### src/rtl/decode_stage.sv
// decode_stage: registered RV32I/RV64I instruction decode stage.
//
// Sits between fetch and execute. Each accepted instruction is decoded
// combinationally and written into a 2-entry buffer: a main slot that drives
// the out_* ports and a skid slot. The skid slot catches one entry while
// execute stalls. This keeps in_ready a registered signal (!skid_valid) with
// no combinational path from out_ready.
//
// Ports:
//   clk, reset       clock (rising edge), asynchronous active-high reset
//   flush            drop both slots and any input offered this cycle
//   in_valid/ready   fetch handshake; in_inst (32b) and in_pc (PC_W) payload
//   out_valid/ready  execute handshake
//   out_pc           PC of the presented entry
//   out_rs1/rs2/rd   register indices (rs1 forced to 0 for LUI)
//   out_imm          sign-extended immediate (XLEN), 0 for R-type/illegal
//   out_fmt          one-hot {I,U,R,J,B,S}, 0 when illegal
//   out_alu_op       ADD=0 SUB=1 SLL=2 SLT=3 XOR=4 SRL=5 SRA=6 OR=7 AND=8 NONE=15
//   out_alu_signed   0 only for SLTIU/SLTU
//   out_op1_pc       operand 1 is the PC (AUIPC, JAL, branch target)
//   out_op2_imm      operand 2 is out_imm
//   out_regwrite     entry writes rd
//   out_word         32-bit W-op (XLEN=64 only)
//   out_illegal      entry is an illegal instruction (still passed downstream)
module decode_stage #(
  parameter int XLEN = 32,
  parameter int PC_W = 32
) (
  input  logic            clk,
  input  logic            reset,
  input  logic            flush,
  input  logic            in_valid,
  output logic            in_ready,
  input  logic [31:0]     in_inst,
  input  logic [PC_W-1:0] in_pc,
  output logic            out_valid,
  input  logic            out_ready,
  output logic [PC_W-1:0] out_pc,
  output logic [4:0]      out_rs1,
  output logic [4:0]      out_rs2,
  output logic [4:0]      out_rd,
  output logic [XLEN-1:0] out_imm,
  output logic [5:0]      out_fmt,
  output logic [3:0]      out_alu_op,
  output logic            out_alu_signed,
  output logic            out_op1_pc,
  output logic            out_op2_imm,
  output logic            out_regwrite,
  output logic            out_word,
  output logic            out_illegal
);

  localparam bit IS64 = (XLEN == 64);

  localparam logic [6:0] OPC_LOAD      = 7'b0000011;
  localparam logic [6:0] OPC_MISC_MEM  = 7'b0001111;
  localparam logic [6:0] OPC_OP_IMM    = 7'b0010011;
  localparam logic [6:0] OPC_AUIPC     = 7'b0010111;
  localparam logic [6:0] OPC_OP_IMM_32 = 7'b0011011;
  localparam logic [6:0] OPC_STORE     = 7'b0100011;
  localparam logic [6:0] OPC_OP        = 7'b0110011;
  localparam logic [6:0] OPC_LUI       = 7'b0110111;
  localparam logic [6:0] OPC_OP_32     = 7'b0111011;
  localparam logic [6:0] OPC_BRANCH    = 7'b1100011;
  localparam logic [6:0] OPC_JALR      = 7'b1100111;
  localparam logic [6:0] OPC_JAL       = 7'b1101111;
  localparam logic [6:0] OPC_SYSTEM    = 7'b1110011;

  localparam logic [3:0] ALU_ADD  = 4'd0;
  localparam logic [3:0] ALU_SUB  = 4'd1;
  localparam logic [3:0] ALU_SLL  = 4'd2;
  localparam logic [3:0] ALU_SLT  = 4'd3;
  localparam logic [3:0] ALU_XOR  = 4'd4;
  localparam logic [3:0] ALU_SRL  = 4'd5;
  localparam logic [3:0] ALU_SRA  = 4'd6;
  localparam logic [3:0] ALU_OR   = 4'd7;
  localparam logic [3:0] ALU_AND  = 4'd8;
  localparam logic [3:0] ALU_NONE = 4'd15;

  localparam logic [5:0] FMT_I = 6'b100000;
  localparam logic [5:0] FMT_U = 6'b010000;
  localparam logic [5:0] FMT_R = 6'b001000;
  localparam logic [5:0] FMT_J = 6'b000100;
  localparam logic [5:0] FMT_B = 6'b000010;
  localparam logic [5:0] FMT_S = 6'b000001;

  typedef struct packed {
    logic [PC_W-1:0] pc;
    logic [4:0]      rs1;
    logic [4:0]      rs2;
    logic [4:0]      rd;
    logic [XLEN-1:0] imm;
    logic [5:0]      fmt;
    logic [3:0]      alu_op;
    logic            alu_signed;
    logic            op1_pc;
    logic            op2_imm;
    logic            regwrite;
    logic            word;
    logic            illegal;
  } entry_t;

  localparam entry_t ENTRY_RESET = '{alu_op: ALU_NONE, default: '0};

  // alt selects SUB for funct3=000 and SRA for funct3=101.
  function automatic logic [3:0] alu_for(input logic [2:0] funct3, input logic alt);
    case (funct3)
      3'b000:  alu_for = alt ? ALU_SUB : ALU_ADD;
      3'b001:  alu_for = ALU_SLL;
      3'b010:  alu_for = ALU_SLT;
      3'b011:  alu_for = ALU_SLT;
      3'b100:  alu_for = ALU_XOR;
      3'b101:  alu_for = alt ? ALU_SRA : ALU_SRL;
      3'b110:  alu_for = ALU_OR;
      default: alu_for = ALU_AND;
    endcase
  endfunction

  // ---------------- field extraction ----------------
  logic [6:0]        opcode;
  logic [2:0]        funct3;
  logic [6:0]        funct7;
  logic [6:0]        shift_hi;
  logic              funct7_ok;
  logic signed [11:0] raw_i, raw_s;
  logic signed [12:0] raw_b;
  logic signed [31:0] raw_u;
  logic signed [20:0] raw_j;
  logic [5:0]        shamt;
  logic [XLEN-1:0]   imm_i, imm_s, imm_b, imm_u, imm_j, imm_sh, imm_shw;

  assign opcode = in_inst[6:0];
  assign funct3 = in_inst[14:12];
  assign funct7 = in_inst[31:25];
  // Bits above the shamt field; at XLEN=64 inst[25] belongs to shamt.
  assign shift_hi  = IS64 ? {in_inst[31:26], 1'b0} : in_inst[31:25];
  assign funct7_ok = (funct7 == 7'h00) ||
                     ((funct7 == 7'h20) && ((funct3 == 3'b000) || (funct3 == 3'b101)));

  assign raw_i = in_inst[31:20];
  assign raw_s = {in_inst[31:25], in_inst[11:7]};
  assign raw_b = {in_inst[31], in_inst[7], in_inst[30:25], in_inst[11:8], 1'b0};
  assign raw_u = {in_inst[31:12], 12'b0};
  assign raw_j = {in_inst[31], in_inst[19:12], in_inst[20], in_inst[30:21], 1'b0};
  assign shamt = {IS64 & in_inst[25], in_inst[24:20]};

  assign imm_i   = XLEN'(raw_i);
  assign imm_s   = XLEN'(raw_s);
  assign imm_b   = XLEN'(raw_b);
  assign imm_u   = XLEN'(raw_u);
  assign imm_j   = XLEN'(raw_j);
  assign imm_sh  = XLEN'(shamt);
  assign imm_shw = XLEN'(in_inst[24:20]);

  // ---------------- decode ----------------
  entry_t dec;
  logic   illegal;

  // NOTE: every always_comb output gets a default first, so no branch of the
  // case can leave a signal unassigned and infer a latch.
  always_comb begin
    dec            = '0;
    dec.pc         = in_pc;
    dec.rs1        = in_inst[19:15];
    dec.rs2        = in_inst[24:20];
    dec.rd         = in_inst[11:7];
    dec.alu_op     = ALU_ADD;
    dec.alu_signed = 1'b1;
    illegal        = 1'b0;

    case (opcode)
      OPC_LOAD: begin
        dec.fmt = FMT_I; dec.imm = imm_i; dec.op2_imm = 1'b1; dec.regwrite = 1'b1;
        illegal = (funct3 == 3'b111) ||
                  (!IS64 && ((funct3 == 3'b011) || (funct3 == 3'b110)));
      end
      OPC_MISC_MEM, OPC_SYSTEM: begin
        dec.fmt = FMT_I; dec.imm = imm_i; dec.alu_op = ALU_NONE;
      end
      OPC_OP_IMM: begin
        dec.fmt = FMT_I; dec.op2_imm = 1'b1; dec.regwrite = 1'b1;
        dec.alu_op     = alu_for(funct3, (funct3 == 3'b101) && in_inst[30]);
        dec.alu_signed = (funct3 != 3'b011);
        if (funct3 == 3'b001) begin
          dec.imm = imm_sh;
          illegal = (shift_hi != 7'b0000000);
        end else if (funct3 == 3'b101) begin
          dec.imm = imm_sh;
          illegal = (shift_hi != 7'b0000000) && (shift_hi != 7'b0100000);
        end else begin
          dec.imm = imm_i;
        end
      end
      OPC_OP_IMM_32: begin
        if (IS64) begin
          dec.fmt = FMT_I; dec.op2_imm = 1'b1; dec.regwrite = 1'b1; dec.word = 1'b1;
          dec.alu_op = alu_for(funct3, (funct3 == 3'b101) && in_inst[30]);
          dec.imm    = (funct3 == 3'b000) ? imm_i : imm_shw;
          illegal    = (funct3 != 3'b000) && (funct3 != 3'b001) && (funct3 != 3'b101);
        end else begin
          illegal = 1'b1;
        end
      end
      OPC_OP: begin
        dec.fmt = FMT_R; dec.regwrite = 1'b1;
        dec.alu_op     = alu_for(funct3, in_inst[30]);
        dec.alu_signed = (funct3 != 3'b011);
        illegal        = !funct7_ok;
      end
      OPC_OP_32: begin
        if (IS64) begin
          dec.fmt = FMT_R; dec.regwrite = 1'b1; dec.word = 1'b1;
          dec.alu_op = alu_for(funct3, in_inst[30]);
          illegal    = !funct7_ok ||
                       ((funct3 != 3'b000) && (funct3 != 3'b001) && (funct3 != 3'b101));
        end else begin
          illegal = 1'b1;
        end
      end
      OPC_LUI: begin
        dec.fmt = FMT_U; dec.imm = imm_u; dec.rs1 = 5'd0;
        dec.op2_imm = 1'b1; dec.regwrite = 1'b1;
      end
      OPC_AUIPC: begin
        dec.fmt = FMT_U; dec.imm = imm_u;
        dec.op1_pc = 1'b1; dec.op2_imm = 1'b1; dec.regwrite = 1'b1;
      end
      OPC_JAL: begin
        dec.fmt = FMT_J; dec.imm = imm_j;
        dec.op1_pc = 1'b1; dec.op2_imm = 1'b1; dec.regwrite = 1'b1;
      end
      OPC_JALR: begin
        dec.fmt = FMT_I; dec.imm = imm_i; dec.op2_imm = 1'b1; dec.regwrite = 1'b1;
        illegal = (funct3 != 3'b000);
      end
      OPC_BRANCH: begin
        dec.fmt = FMT_B; dec.imm = imm_b; dec.op1_pc = 1'b1; dec.op2_imm = 1'b1;
        illegal = (funct3 == 3'b010) || (funct3 == 3'b011);
      end
      OPC_STORE: begin
        dec.fmt = FMT_S; dec.imm = imm_s; dec.op2_imm = 1'b1;
        illegal = IS64 ? funct3[2] : (funct3 >= 3'b011);
      end
      default: illegal = 1'b1;
    endcase

    // Illegal entries keep PC and raw register fields but carry no control.
    if (illegal) begin
      dec.imm        = '0;
      dec.fmt        = '0;
      dec.alu_op     = ALU_NONE;
      dec.alu_signed = 1'b1;
      dec.op1_pc     = 1'b0;
      dec.op2_imm    = 1'b0;
      dec.regwrite   = 1'b0;
      dec.word       = 1'b0;
    end
    dec.illegal = illegal;
  end

  // ---------------- main/skid buffer ----------------
  entry_t main_q, main_d, skid_q, skid_d;
  logic   main_valid_q, main_valid_d, skid_valid_q, skid_valid_d;
  logic   accept;

  assign accept = in_valid & ~skid_valid_q & ~flush;

  always_comb begin
    main_d       = main_q;
    skid_d       = skid_q;
    main_valid_d = main_valid_q;
    skid_valid_d = skid_valid_q;
    if (flush) begin
      main_valid_d = 1'b0;
      skid_valid_d = 1'b0;
    end else if (!main_valid_q || out_ready) begin
      // Main slot frees up: the older skid entry goes first to keep FIFO order.
      skid_valid_d = 1'b0;
      if (skid_valid_q) begin
        main_d       = skid_q;
        main_valid_d = 1'b1;
      end else begin
        main_valid_d = accept;
        if (accept) main_d = dec;
      end
    end else if (accept) begin
      skid_d       = dec;
      skid_valid_d = 1'b1;
    end
  end

  // NOTE: sequential state uses non-blocking assignments so every flop
  // samples pre-edge values regardless of statement order.
  always_ff @(posedge clk or posedge reset) begin
    if (reset) begin
      main_valid_q <= 1'b0;
      skid_valid_q <= 1'b0;
      // NOTE: payload slots are reset as well, not only the valid bits,
      // because out_* must read zero (alu_op NONE) while and after reset.
      main_q       <= ENTRY_RESET;
      skid_q       <= ENTRY_RESET;
    end else begin
      main_valid_q <= main_valid_d;
      skid_valid_q <= skid_valid_d;
      main_q       <= main_d;
      skid_q       <= skid_d;
    end
  end

  assign in_ready       = ~skid_valid_q;
  assign out_valid      = main_valid_q;
  assign out_pc         = main_q.pc;
  assign out_rs1        = main_q.rs1;
  assign out_rs2        = main_q.rs2;
  assign out_rd         = main_q.rd;
  assign out_imm        = main_q.imm;
  assign out_fmt        = main_q.fmt;
  assign out_alu_op     = main_q.alu_op;
  assign out_alu_signed = main_q.alu_signed;
  assign out_op1_pc     = main_q.op1_pc;
  assign out_op2_imm    = main_q.op2_imm;
  assign out_regwrite   = main_q.regwrite;
  assign out_word       = main_q.word;
  assign out_illegal    = main_q.illegal;

endmodule
### config.mk
export PLATFORM = sky130hd
export DESIGN_NAME = decode_stage
export DESIGN_NICKNAME = d
export VERILOG_FILES = /design/src/rtl/decode_stage.sv
export SDC_FILE = /design/constraint.sdc
export NUM_CORES = 1
export LEC_CHECK = 0
export ABC_CLOCK_PERIOD_IN_PS = 7550
export CAP_MARGIN = 25
export CORE_ASPECT_RATIO = 0.8
export CORE_MARGIN = 2
export CORE_UTILIZATION = 35
export CTS_CLUSTER_DIAMETER = 100
export DETAILED_ROUTE_END_ITERATION = 10
export PLACE_DENSITY = 0.59
export SYNTH_ARGS = -nofsm -noshare
export SYNTH_HDL_FRONTEND = slang
export SYNTH_SLANG_ARGS = --single-unit
### constraint.sdc
create_clock -name clk -period 7.55 [get_ports clk]
set_input_delay 1.1325 -clock clk [delete_from_list [all_inputs] [get_ports clk]]
set_output_delay 1.1325 -clock clk [all_outputs]
set_load 0.02 [all_outputs]
==> summary.txt <==
Logic synthesis
  – Synth area leaders: dfrtp_1 51%, nand2_1 11%, mux2i_1 5.0%
  – Leading area contributor after synthesis: dfrtp_1
  – Async SR Flop Fraction: 100%
  – Synth unique cells: 59
  – Post-synth EDFFs: 0
  – Area of the mapped netlist: 8860 um2
  – Synth top area share: 51.4%
  – Mapped Cells: 958
  – Register area share after synthesis: 53.8%
  – Yosys warnings: 0
  – #FFs+latches synth: 190
  – Predominant post-synthesis flop cell: dfrtp_1
  – Mapped Nets: 1027
  – Syn avg cell area: 9.25 um2

Power
  – Sequential power share: 46.5%
  – P_sw: 758 uW
  – Combinational Power Share: 18.0%
  – Leak: 0.00485 uW
  – Clock share of power: 35.4%
  – Switching part of the total power: 29.0%
  – Peak supply drop: 0.151 mV
  – Pwr Total: 2610 uW
  – Pint: 1850 uW
  – Power per standard cell area: 231 nW/um2

STA
  – FMAX: 269 MHz
  – Period Utilization, post-route: 49.3%
  – Hold Fails Final Rpt: 0
  – Final Skew: 10.1 ps
  – Slew HR: 37.6%
  – Slew Viols, Final: 0
  – Setup TNS after final layout: 0 ps
  – Final setup violation count: 0
  – Final min period: 3720 ps
  – Unrepaired setup endpoints after global routing: no
  – Slew @ Worst Pin: 929 ps

Detailed routing
  – WL final: 25100 um
  – Vias/cell: 5.21
  – Detail Route Antenna Nets: 0
  – DR pass1 iterations: 5
  – Drt wl/cell: 17.8 um
  – # DRC: 0
  – Total number of vias: 7374
  – DR iter-0 viols: 672

Critical path
  – Crit path buf inv count: 2
  – Worst Setup Path Type: register to primary output
  – Crit-path slowest cell: dfrtp_4
  – Kind of start point of the critical path: register
  – Worst endpoint required time: 6420 ps
  – Top Family by Delay on Critical Path: buffers and inverters
  – Critical path peak fanout: 58
  – Max incr delay on CP: 880 ps
  – Signal arrival time at the worst endpoint: 2590 ps
  – Worst path cell trace: clkinv_1 -> clkdlybuf4s50_1
  – Critical path capture point type: primary output

Clock network
  – # Post-CTS Setup Buffers: 0
  – Clock Sink Count: 190
  – Worst-path clk slew: 80 ps
  – H-tree depth: 4
  – CTS tree: done
  – CTS buffer count: 17
  – CTS Hold Bufs: 0
  – CTS root buf: clkbuf_16
  – Post-CTS sizing: 0
  – Worst skew pair latency: 440 ps
  – Clk buf depth: 2

Die
  – # IOs: 166
  – DIE HEIGHT: 146 um
  – Std-Cell Rows: 52
  – CORE AREA: 25000 um2
  – DIE WIDTH: 182 um
  – Die area: 26600 um2
  – Initial core utilization: 35.4%

Layout
  – Final #Nets: 1148
  – # diodes: 0
  – Most frequent cells in the layout: 260 x nand2_1, 181 x dfrtp_1, 164 x clkdlybuf4s50_1
  – Fill count: 2410
  – Commonest non-fill, non-tap cell in the layout: nand2_1
  – Area grow syn2layout: 27.4%
  – Share of post-route cells with drive strength above 1: 8.06%

Global route
  – GRT overflow: 0
  – Antenna violations before repair: 0
  – Vias in the first global route: 6933
  – GRT Total Usage: 19.2%
  – Largest net degree at the start of global routing: 128
  – Global-route wire length before repair: 40400 um

Placed design
  – I/O Buffers: 164
  – HPWL after DPL: 16200 um
  – Gpl congestion: 0.822

Flow run
  – Max Cap Viol: 0

Min path
  – Hold Crit Class: register to register

Outcome
  – Status: completed
-- worst paths after layout --
path	startpoint	endpoint	slack [ps]	cells after the start
worst max-delay path	skid_valid_q	in_ready	3830	2
worst min-delay path	skid_q[21]	skid_q[21]	470	2
worst max register to register	skid_valid_q	out_imm[2]	4600	6
worst min register to register	skid_q[21]	skid_q[21]	470	2
max in group asynchronous	reset	skid_valid_q	4800	3
min in group asynchronous	reset	out_pc[7]	1310	2
-- cell usage after synthesis, types with 2 or more instances --
library cell and number:
nand2_1 262, dfrtp_1 182, o21ai_0 70, a21oi_1 68, clkbuf_1 54, mux2i_1 44, nor2_1 40, o31ai_1 27
and3_1 24, o21ai_2 19, a31oi_1 12, o22ai_1 12, o21ai_1 10, or3_1 10, inv_1 9, nand3_1 9
a211oi_1 8, dfstp_2 8, a22oi_1 6, buf_2 6, o211ai_1 6, buf_6 5, nand2b_1 5, nor3_1 5
o21a_1 5, buf_1 4, nor4_1 4, and2_1 3, nor2b_1 3, or2_2 3, a22o_1 2, buf_4 2
nand2_4 2, nand3_2 2, o311ai_0 2, or2_1 2
-- worst min-delay path: stages, from the launching register on --
cell	delay (ps)
dfrtp_1	340
nand2_1	60
o21ai_2	50
-- metal layers --
metal | track usage (%) | vias up | share of wire, %
met3 | 4.12 | 15 | 5.3
met2 | 27.9 | 196 | 44
met4 | 4.84 | 0 | 1.1
met1 | 29.1 | 3610 | 49
li1 | - | 3553 | -
met5 | 0 | - | 0
-- kinds of logic after synthesis --
| logic type | Yosys count | synth area share (%) |
|---|---|---|
| XOR/XNOR | 1 | 0.0989 |
| multiplexers | 45 | 5.10 |
| AND/OR/NAND/NOR | 384 | 19.2 |
| AO/OA/AOI/OAI | 255 | 17.5 |
| buffers and inverters | 82 | 4.25 |
| flip-flops | 190 | 53.8 |
| other | 1 | 0.0423 |
-- stage by stage --
step | setup WS, ps | util [%] | hold WS [ps] | area (um2) | instances
2_1_floorplan | 1260 | - | 440 | 8860 | 958
3_3_place_gp | 3420 | 42.5 | 451 | 10700 | 1382
3_5_place_dp | 3520 | 42.6 | 458 | 10700 | 1383
4_1_cts | 3830 | 44.9 | 473 | 11300 | 1415
5_1_grt | 3670 | 45.1 | 493 | 11300 | 1416
6_report | 3830 | 45.1 | 472 | 11300 | 1416
-- registers in the layout, indices dropped and copies added, names as in the netlist --
signal          count
out_illegal         1
out_op1_pc          1
out_pc             32
out_rs1             5
out_valid           1
out_imm            32
out_regwrite        1
out_alu_signed      1
out_op2_imm         1
out_rs2             5
skid_valid_q        1
out_rd              5
out_fmt             6
skid_q             94
out_alu_op          4
-- power groups by stage --
stage,Combinational (uW),Sequential (uW),Clock [uW]
3_3_place_gp,470,1230,0
6_report,471,1210,925
2_1_floorplan,182,1290,0
5_1_grt,517,1230,983
3_5_place_dp,475,1230,0
4_1_cts,477,1220,945
-- cell type report --
| cell class | instances | area [um2] | share of cell area [%] |
|---|---|---|---|
| flip-flops and latches | 190 | 4770 | 42.3 |
| clock buffers | 19 | 433 | 3.84 |
| repair buffers | 174 | 1740 | 15.4 |
| clock inverters | 13 | 156 | 1.39 |
| well taps | 324 | 405 | 3.59 |
| inverters | 10 | 45.0 | 0.399 |
| multi-input cells | 686 | 3740 | 33.1 |
No activity file was read; power rests on OpenSTA's default activity.
